$ cat src/rtl/line_fetch_ctrl.sv
// Responder side of the sequencer handshake: fetches the 3-byte instruction
// line, times SCALC, owns the program counter and reports done/halt/fault.
module line_fetch_ctrl #(
  parameter int unsigned ADDR_W  = 8,
  parameter int unsigned DATA_W  = 8,
  parameter int unsigned LINES   = 85,
  parameter int unsigned MUL_CYC = 4
) (
  input  logic                       clk,
  input  logic                       rstn,
  input  logic [3:0]                 q,
  output logic                       mem_rd,
  output logic [ADDR_W-1:0]          mem_addr,
  input  logic [DATA_W-1:0]          mem_rdata,
  output logic [DATA_W-1:0]          opcode,
  output logic [DATA_W-1:0]          opa,
  output logic [DATA_W-1:0]          opb,
  output logic [$clog2(LINES)-1:0]   pc,
  output logic                       wr_en,
  output logic                       nxt_line,
  output logic                       finish,
  output logic                       err
);

  // SequencerState encoding
  localparam logic [3:0] SRST    = 4'd0;
  localparam logic [3:0] SREAD   = 4'd1;
  localparam logic [3:0] SLOAD1  = 4'd2;
  localparam logic [3:0] SLOAD2  = 4'd3;
  localparam logic [3:0] SLOAD3  = 4'd4;
  localparam logic [3:0] SCALC   = 4'd5;
  localparam logic [3:0] SWRITE  = 4'd6;
  localparam logic [3:0] SNXT    = 4'd7;
  localparam logic [3:0] SFINISH = 4'd8;
  localparam logic [3:0] SERR    = 4'd9;

  localparam int unsigned PcW   = $clog2(LINES);
  localparam int unsigned BaseW = PcW + 2;
  localparam int unsigned CntW  = (MUL_CYC > 1) ? $clog2(MUL_CYC) : 1;
  localparam logic [CntW-1:0] CntMax  = CntW'(MUL_CYC - 1);
  localparam logic [PcW-1:0]  PcLast  = PcW'(LINES - 1);

  logic [PcW-1:0]    pc_q, pc_d;
  logic [DATA_W-1:0] opcode_q, opcode_d;
  logic [DATA_W-1:0] opa_q, opa_d;
  logic [DATA_W-1:0] opb_q, opb_d;
  logic [CntW-1:0]   calc_cnt_q, calc_cnt_d;
  logic              err_flag_q, err_flag_d;

  logic [BaseW-1:0]  base_w;
  logic [ADDR_W-1:0] base;
  logic [3:0]        op_hi;
  logic              is_nop, is_alu, is_mul, is_halt, legal;
  logic [CntW-1:0]   lat_last;
  logic              pc_at_end;
  logic              err_comb;

  // Instruction decode and line base address
  always_comb begin
    base_w    = BaseW'(pc_q) * BaseW'(3);
    base      = ADDR_W'(base_w);
    op_hi     = opcode_q[7:4];
    is_nop    = (op_hi == 4'h0);
    is_alu    = (op_hi >= 4'h1) && (op_hi <= 4'h5);
    is_mul    = (op_hi == 4'h8);
    is_halt   = (op_hi == 4'hF);
    legal     = is_nop | is_alu | is_mul | is_halt;
    lat_last  = is_mul ? CntMax : '0;
    pc_at_end = (pc_q == PcLast);
    err_comb  = ((q == SCALC) && !legal) || ((q == SNXT) && pc_at_end);
  end

  // Handshake outputs; a fault masks completion and halt
  always_comb begin
    mem_rd   = 1'b0;
    mem_addr = base;
    case (q)
      SREAD:  mem_rd = 1'b1;
      SLOAD1: begin
        mem_rd   = 1'b1;
        mem_addr = base + ADDR_W'(1);
      end
      SLOAD2: begin
        mem_rd   = 1'b1;
        mem_addr = base + ADDR_W'(2);
      end
      default: ;
    endcase
    err      = err_comb | err_flag_q;
    wr_en    = (q == SWRITE) && (is_alu || is_mul);
    nxt_line = (q == SCALC) && legal && !is_halt && (calc_cnt_q == lat_last) && !err;
    finish   = (q == SCALC) && is_halt && !err;
    pc       = pc_q;
    opcode   = opcode_q;
    opa      = opa_q;
    opb      = opb_q;
  end

  // Next-state for line latches, op timer, pc and sticky fault
  always_comb begin
    pc_d       = pc_q;
    opcode_d   = opcode_q;
    opa_d      = opa_q;
    opb_d      = opb_q;
    calc_cnt_d = calc_cnt_q;
    err_flag_d = err_flag_q | err_comb;
    case (q)
      SLOAD1: opcode_d = mem_rdata;
      SLOAD2: opa_d    = mem_rdata;
      SLOAD3: begin
        opb_d      = mem_rdata;
        calc_cnt_d = '0;
      end
      SCALC: begin
        if (calc_cnt_q != CntMax) calc_cnt_d = calc_cnt_q + CntW'(1);
      end
      SNXT: begin
        // The last line has no successor: hold pc and let err_comb report it
        if (!pc_at_end) pc_d = pc_q + PcW'(1);
      end
      default: ;
    endcase
  end

  // State registers with synchronous active-low reset
  always_ff @(posedge clk) begin
    if (!rstn) begin
      pc_q       <= '0;
      opcode_q   <= '0;
      opa_q      <= '0;
      opb_q      <= '0;
      calc_cnt_q <= '0;
      err_flag_q <= 1'b0;
    end else begin
      pc_q       <= pc_d;
      opcode_q   <= opcode_d;
      opa_q      <= opa_d;
      opb_q      <= opb_d;
      calc_cnt_q <= calc_cnt_d;
      err_flag_q <= err_flag_d;
    end
  end

endmodule

$ cat config.mk
export PLATFORM = sky130hd
export DESIGN_NAME = line_fetch_ctrl
export DESIGN_NICKNAME = d
export VERILOG_FILES = /design/src/rtl/line_fetch_ctrl.sv
export SDC_FILE = /design/constraint.sdc
export NUM_CORES = 1
export LEC_CHECK = 0
export BUFFER_PORTS_ARGS = -buffer_cell sky130_fd_sc_hd__buf_2
export CELL_PAD_IN_SITES_DETAIL_PLACEMENT = 0
export CELL_PAD_IN_SITES_GLOBAL_PLACEMENT = 1
export CORE_MARGIN = 2
export CORE_UTILIZATION = 35
export CTS_BUF_LIST = sky130_fd_sc_hd__clkbuf_8
export DETAILED_ROUTE_END_ITERATION = 12
export PLACE_DENSITY = 0.73
export SYNTH_ARGS = -nofsm -noshare
export SYNTH_HDL_FRONTEND = slang
export SYNTH_SLANG_ARGS = --single-unit
export TNS_END_PERCENT = 1
$ cat constraint.sdc
create_clock -name clk -period 6.85 [get_ports clk]
set_clock_uncertainty 0.2 [all_clocks]
set_input_delay 1.37 -clock clk [delete_from_list [all_inputs] [get_ports clk]]
set_output_delay 1.37 -clock clk [all_outputs]
set_load 0.01 [all_outputs]
## Word-level counts from Yosys, hierarchy flattened

Cells that the tools add are included.

- Flip-flop bits (word level): 34
- Input bits: 14
- Word-level logic and storage cells: 56

- $add $sub $neg: 4
- Multiply operators: 1
- Magnitude comparators: 2
- Equality and inequality tests: 13
- Muxes and demuxes: 5
- Bitwise logic cells: 5
- Reduce and logical (&&, ||, !) cells: 20

Operators by type and width:

| kind | number |
|---|---|
| == test 4 x 3 -> 1 bit (second input constant) | 4 |
| one-hot mux 8 bit (2 select lines) | 1 |
| logical AND 1 bit | 10 |
| adder 8 x 1 -> 8 bit (second input constant) | 1 |
| adder 8 x 2 -> 8 bit (second input constant) | 1 |
| == test 4 x 2 -> 1 bit (second input constant) | 2 |
| == test 4 bit (second input constant) | 2 |
| multiplier 7 x 2 -> 8 bit (second input constant) | 1 |
| adder 7 x 1 -> 7 bit (second input constant) | 1 |
| == test 7 bit (second input constant) | 1 |
| == test 4 x 1 -> 1 bit (second input constant) | 1 |
| >= comparator 4 x 1 -> 1 bit (second input constant) | 1 |
| less-or-equal comparator 4 x 3 -> 1 bit (second input constant) | 1 |
| logical NOT 4 bit | 1 |
| 2-to-1 mux 2 bit | 2 |
| bitwise OR 1 bit | 4 |
| one-hot mux 2 bit (2 select lines) | 1 |
| AND reduction 2 bit | 2 |
| logical NOT 1 bit | 3 |
| OR reduction 3 bit | 1 |
| adder 2 x 1 -> 2 bit (second input constant) | 1 |
| == test 2 bit | 1 |
| logical OR 1 bit | 2 |
| inequality test 2 x 1 -> 1 bit (second input constant) | 1 |
| 4 further kinds | 4 |

## Longest topological paths before layout

Gate-level depths: netlist of run 1.

- Word-level depth: 11
- Mapped depth: 9
- Mapped depth without buffers: 9

## Least setup slack after synthesis of run 1

OpenSTA, ideal clock, no wires.

- Kind: input to output
- Start point: input q[1]
- End point: output mem_addr[6]
- Arrival: 2.487 ns
- Required time: 5.280 ns
- Path slack: 2.793 ns
- Stages: 5
- Buffers on the path: 1
- Path through: buf_2 nand2_1 or4_4 nor3_2 xnor2_1

- Cells in the longest elaborated chain, start to end: 2
- Elaborated cells between the ends (all ways): 3
- Those cells by class: eq/ne (2); mux (1)

RTL lines:

| what | RTL line | source |
|---|---|---|
| start: declaration | 11 | `input logic [3:0] q,` |
| == test 4 x 2 -> 1 bit | 77 | `case (q)` |
| one-hot mux 8 bit (2 select lines) (*) | 77 |  |
| end: declaration | 13 | `output logic [ADDR_W-1:0] mem_addr,` |

Every way passes the cells marked *; elsewhere a longest branch is shown, timed or not.

## Worst setup path in the final report of run 1

- Start point: register pc_q[0], in the netlist pc[0]
- End point: output mem_addr[7]

- Cells in the longest elaborated chain, start to end: 3
- Elaborated cells between the ends (all ways): 4
- Those cells by class: add/sub (2); mul (1); mux (1)

RTL lines:

| what | RTL line | source |
|---|---|---|
| start: declaration | 43 | `logic [PcW-1:0] pc_q, pc_d;` |
| start signal: assignment | 135 | `pc_q <= pc_d;` |
| multiplier 7 x 2 -> 8 bit (*) | 60 | `base_w = BaseW'(pc_q) * BaseW'(3);` |
| adder 8 x 2 -> 8 bit / adder 8 x 1 -> 8 bit (equally long branches) | 85, 81 |  |
| one-hot mux 8 bit (2 select lines) (*) | 77 |  |

Marked as above.

==> results of run 1 <==
[sequential cells by signal, indices dropped and copies added, names as in the netlist]
register and cells:
opb 8, pc 7, opa 8, calc_cnt_q 2
opcode 8, err_flag_q 1
[through the flow]
stage	cell area (µm²)	hold slack [ps]
final	2460	265
after global routing	2460	285
after CTS	2460	267
after detailed placement	2360	257
after global placement	2360	249
after floorplan	2030	288
[critical path, cell delays in order, from the launching register on]
cell and delay (ps):
dfxtp_1 490, ha_1 300, inv_1 80, fa_1 490, inv_1 100, ha_1 130, o21ai_0 90, or3_1 380
nor4_2 180, xnor2_1 140, buf_2 140
[power by group]
group | total, W | switching, W | internal (W)
logic | 0.0000333 | 0.0000197 | 0.0000136
registers | 0.000204 | 0.00000285 | 0.000201
clock network | 0.000155 | 0.0000740 | 0.0000807
[cells by family (layout without fill, tap and decap cells)]
family                     count (synthesis)  after routing
buffers and inverters                     19             73
and+or+nand+nor                          115            115
DFF                                       34             34
adders and majority gates                 13             13
muxes                                      4              4
xor gates and xnor gates                  15             15
AOI/OAI and AO/OA                         43             43
[layer usage]
metal  global-route usage  vias to the layer above  wire length, µm
met2                0.225                       45             1990
met5                    0                        -                0
met3               0.0528                        6              326
met4               0.0593                        0               68
li1                     -                      927                -
met1                0.216                      804             2370
[synthesized netlist by cell type (all sizes together)]
library cell / n / area [µm²]
nand2: 57 / 214
and3: 1 / 6.26
a22oi: 1 / 7.51
inv: 8 / 30.0
nand4: 4 / 25.0
and2b: 1 / 10.0
nand4b: 1 / 8.76
or4: 1 / 11.3
o211ai: 1 / 7.51
a221o: 1 / 10.0
mux2i: 4 / 40.0
o21a: 2 / 15.0
o32a: 1 / 10.0
xnor2: 14 / 149
o311a: 1 / 10.0
clkbuf: 7 / 26.3
nand2b: 3 / 18.8
buf: 4 / 22.5
a311o: 1 / 10.0
o21bai: 1 / 7.51
a21boi: 25 / 188
or3: 4 / 30.0
a21oi: 1 / 8.76
a211oi: 2 / 20.0
nand3b: 2 / 15.0
xor2: 1 / 8.76
and2: 11 / 68.8
nor2b: 4 / 25.0
fa: 1 / 20.0
o31ai: 1 / 12.5
ha: 12 / 150
nor4: 2 / 18.8
and3b: 2 / 17.5
nor3: 6 / 35.0
nor2: 12 / 47.6
nand3: 4 / 20.0
o21ai: 4 / 20.0
dfxtp: 34 / 681
o22a: 1 / 8.76
[layout make-up]
| class | count | area (µm²) | share of cell area |
|---|---|---|---|
| clock buffers | 6 | 82.6 | 0.0336 |
| well taps | 72 | 90.1 | 0.0367 |
| clock inverters | 2 | 12.5 | 0.00509 |
| repair buffers | 57 | 285 | 0.116 |
| multi-input cells | 190 | 1270 | 0.519 |
| inverters | 8 | 30.0 | 0.0122 |
| flip-flops and latches | 34 | 681 | 0.277 |
[worst max-delay path by stage]
stage                     start           to  slack [ps]  cells after the start
after CTS                 pc[0]  mem_addr[7]        2460                     10
after global routing      pc[0]  mem_addr[7]        2230                     10
after global placement     q[3]  mem_addr[6]        2560                      7
after detailed placement   q[3]  mem_addr[6]        2530                      7
after floorplan            q[1]  mem_addr[6]        2790                      5
final                     pc[0]  mem_addr[7]        2490                     10
==> run metrics, run 1 <==
clock root buffer clkbuf_8; Final Hold Viols 0; Cell variety after synth 47; DR vias/cell 4.83; GP Congestion 0.782; initial DRC count 33; worst r2r src pc[0]; pin count of the biggest net entering global routing 35; Fmax achieved 0.229 GHz; WP data arrival 2790 ps; worst-margin pin slew 739 ps; Post-Synth Adder-Cell Area 0.0836; global-route usage over all layers 0.157; Post-DP HPWL 3.54 mm; synthesized area 2030 µm²; hold depth 2; initial antenna violation count 0; IO Pins 58; grt ovf 0; status finished, final reports clean; final setup margin 2490 ps; Synth Area in Compound Gates 0.165; simple-gate area share of the yosys netlist 0.281; kind of critical path reg -> out; sequential share of the synthesized area 0.335; Post-DRT Antenna Nets 0; r2r setup slk 4580 ps; Initial Util 0.365; hold path endpoint opa[5]; Synth Area in XOR/XNOR 0.0775; Finish-stage setup viols 0; RR Endpoint pc[5]; first-pass GRT wire length 7.92 mm; worst slack, placed 2530 ps; remaining routing DRC violations 0; post-CTS setup buffers 0; r2r worst-path depth 7; crit path launch type flop; clock latency on the worst-skew pair 280 ps; commonest cells after routing, fill and taps aside 57 x nand2_1, 57 x buf_2, 34 x dfxtp_1; final wirelength 4.75 mm; Mean Syn Cell Area 8.37 µm²; max_cap viols 0; Clock Path Buffers 2; Util after Layout 0.441; Rel. slew slack 0.505; share of cells above drive strength 1 0.256; core area 5570 µm²; Pwr Total 0.000392 W; DRT Pass-1 Iters 4; die height 80.2 µm; number of synthesis warnings 0; Filler cells 593; worst vdd ir 0.000110 V; mux cell area share after synthesis 0.0197; worst hold path startpoint opa[5]; Period minus WS final 4360 ps; area of the die 6440 µm²; Sink Count 34; Via Count 1,782; post-cts resize count 0; main combinational cell family by area after synthesis simple AND/OR/NAND/NOR gates; fin. max-slew vios 0; Critical Path Fanout Max 8; Cells after Synth 243; syn nets 270; Layout area overhead 20.7%; placed cell count 361; Critical Path RT 5280 ps; TritonCTS clock tree built; Avg WL per Cell 12.9 µm; vias in the first global route 1,633; number of H-tree levels 2; number of CTS-inserted buffers 5; pwr dens 160 nW/µm²; Setup TNS 0 ps; Port Buf Inserts 57; clock slew at reported path FFs 70 ps; period utilisation layout 0.637; Worst setup EP type output pin; NumNets Final 323; Pleak 1.05 nW; RSZ-0062 raised after global routing no; Hold Buf Count CTS 0; Layout Cells excl Fill 369; # rows 27; Die Span X 80.2 µm; Tightest Hold Check Type reg -> reg; # diodes 0; Synth Register Bits 34
(Power assumes the default switching activity.)
==> run 2: changes to the inputs <==
- clock period: 6.85 -> 4.13 ns (I/O delays scaled with it)
==> run metrics, run 2 (synthesis gave the netlist of run 1 again) <==
worst-margin pin slew 497 ps (-242 ps); Worst setup EP type output pin; number of CTS-inserted buffers 5 (unchanged); Hold Buf Count CTS 0 (unchanged); post-CTS setup buffers 0 (unchanged); Critical Path RT 3100 ps (-2180 ps); Port Buf Inserts 57 (unchanged); Layout Cells excl Fill 370 (+0.27%); first-pass GRT wire length 7.60 mm (-4.1%); number of H-tree levels 2 (unchanged); Finish-stage setup viols 0 (unchanged); fin. max-slew vios 0 (unchanged); area of the multi-input gates 1270 µm² (unchanged); area of the die 6440 µm² (unchanged); placed cell count 362 (+0.28%); worst vdd ir 0.000218 V (+99%); DR vias/cell 4.78 (-1.0%); Avg WL per Cell 12.7 µm (-1.1%); remaining routing DRC violations 0 (unchanged); status finished, final reports clean; die height 80.2 µm (unchanged); pwr dens 264 nW/µm² (+65%); Setup TNS 0 ps (unchanged); crit path launch pc[0]; # rows 27 (unchanged); TritonCTS clock tree built; initial antenna violation count 0 (unchanged); worst r2r src pc[0]; kind of critical path reg -> out; Fmax achieved 0.266 GHz; share of cells above drive strength 1 0.258 (+0.00250); core area 5570 µm² (unchanged); Post-DP HPWL 3.56 mm (+0.55%); Sink Count 34 (unchanged); NumNets Final 324 (+0.31%); crit path launch type flop; max_cap viols 0 (unchanged); Pleak 1.05 nW (+0.51%); Tightest Hold Check Type reg -> reg; clock latency on the worst-skew pair 280 ps (about the same); Period minus WS final 3750 ps; Initial Util 0.365 (unchanged); # diodes 0 (unchanged); Rel. slew slack 0.668 (+0.163); vias in the first global route 1,592 (-2.5%); post-cts resize count 0 (unchanged); WP data arrival 2730 ps (-60 ps); Die Span X 80.2 µm (unchanged); RSZ-0062 raised after global routing no; IO Pins 58 (unchanged); worst hold path startpoint opb[6]; Clock Path Buffers 2 (unchanged); Post-DRT Antenna Nets 0 (unchanged); GP Congestion 0.851 (+8.7%); Final Hold Viols 0 (unchanged); initial DRC count 54 (+64%); pin count of the biggest net entering global routing 35 (unchanged); commonest cells after routing, fill and taps aside 57 x nand2_1, 57 x buf_2, 34 x dfxtp_1; Seq. cell area 681 µm² (unchanged); clock root buffer clkbuf_8; clock slew at reported path FFs 70 ps (about the same); final wirelength 4.71 mm (-0.82%); grt ovf 0 (unchanged); Layout area overhead 21.1%; Critical Path Fanout Max 8 (unchanged); DRT Pass-1 Iters 4 (unchanged); global-route usage over all layers 0.153 (-0.00397); Via Count 1,769 (-0.73%); Filler cells 588 (-0.84%); period utilisation layout 0.909
==> run 2: power by group <==
part	internal [W]	total (W)	switching (W)
registers	0.000333	0.000338	0.00000468
logic	0.0000228	0.0000552	0.0000324
clock network	0.000134	0.000257	0.000123
total	0.000490	0.000650	0.000160
==> run 2: per-layer routing <==
| layer | wire [µm] | up-vias | share of wire | track usage |
|---|---|---|---|---|
| met5 | 0 | - | 0 | 0 |
| met4 | 52 | 0 | 0.011 | 0.0508 |
| met3 | 297 | 4 | 0.063 | 0.0506 |
| met2 | 1960 | 42 | 0.42 | 0.228 |
| met1 | 2400 | 791 | 0.51 | 0.207 |
| li1 | - | 932 | - | - |
==> run 2: stage by stage <==
stage	power [W]	worst slack, ps	cell area (µm²)	utilization	hold slack [ps]
finish	0.000650	377	2460	0.442	262
global route	0.000676	202	2460	0.442	291
CTS	0.000658	364	2460	0.442	269
detailed placement	0.000401	678	2370	0.425	258
global placement	0.000402	717	2370	0.425	248
floorplan	0.000378	922	2030	-	288
==> run 2: path summary, 6_finish.rpt <==
kind              cells past startpoint  slack (ps)          end
setup reg to reg                      7        1910        pc[6]
hold reg to reg                       2         260       opb[6]
hold / removal                        2         260       opb[6]
setup / recovery                     10         380  mem_addr[7]
==> run 2: cell type report <==
class                   instances  share of cell area
multi-input cells             190               0.518
inverters                       8              0.0122
clock buffers                   6              0.0335
flip-flops and latches         34               0.276
repair buffers                 58               0.119
clock inverters                 2             0.00508
well taps                      72              0.0366
==> run 2: worst max-delay path, cell delays in order, from the launching register on <==
cell	delay [ps]
dfxtp_1	470
ha_1	270
inv_1	70
fa_1	490
inv_1	100
ha_1	130
o21ai_0	80
or3_1	360
nor4_2	190
xnor2_1	140
buf_2	140
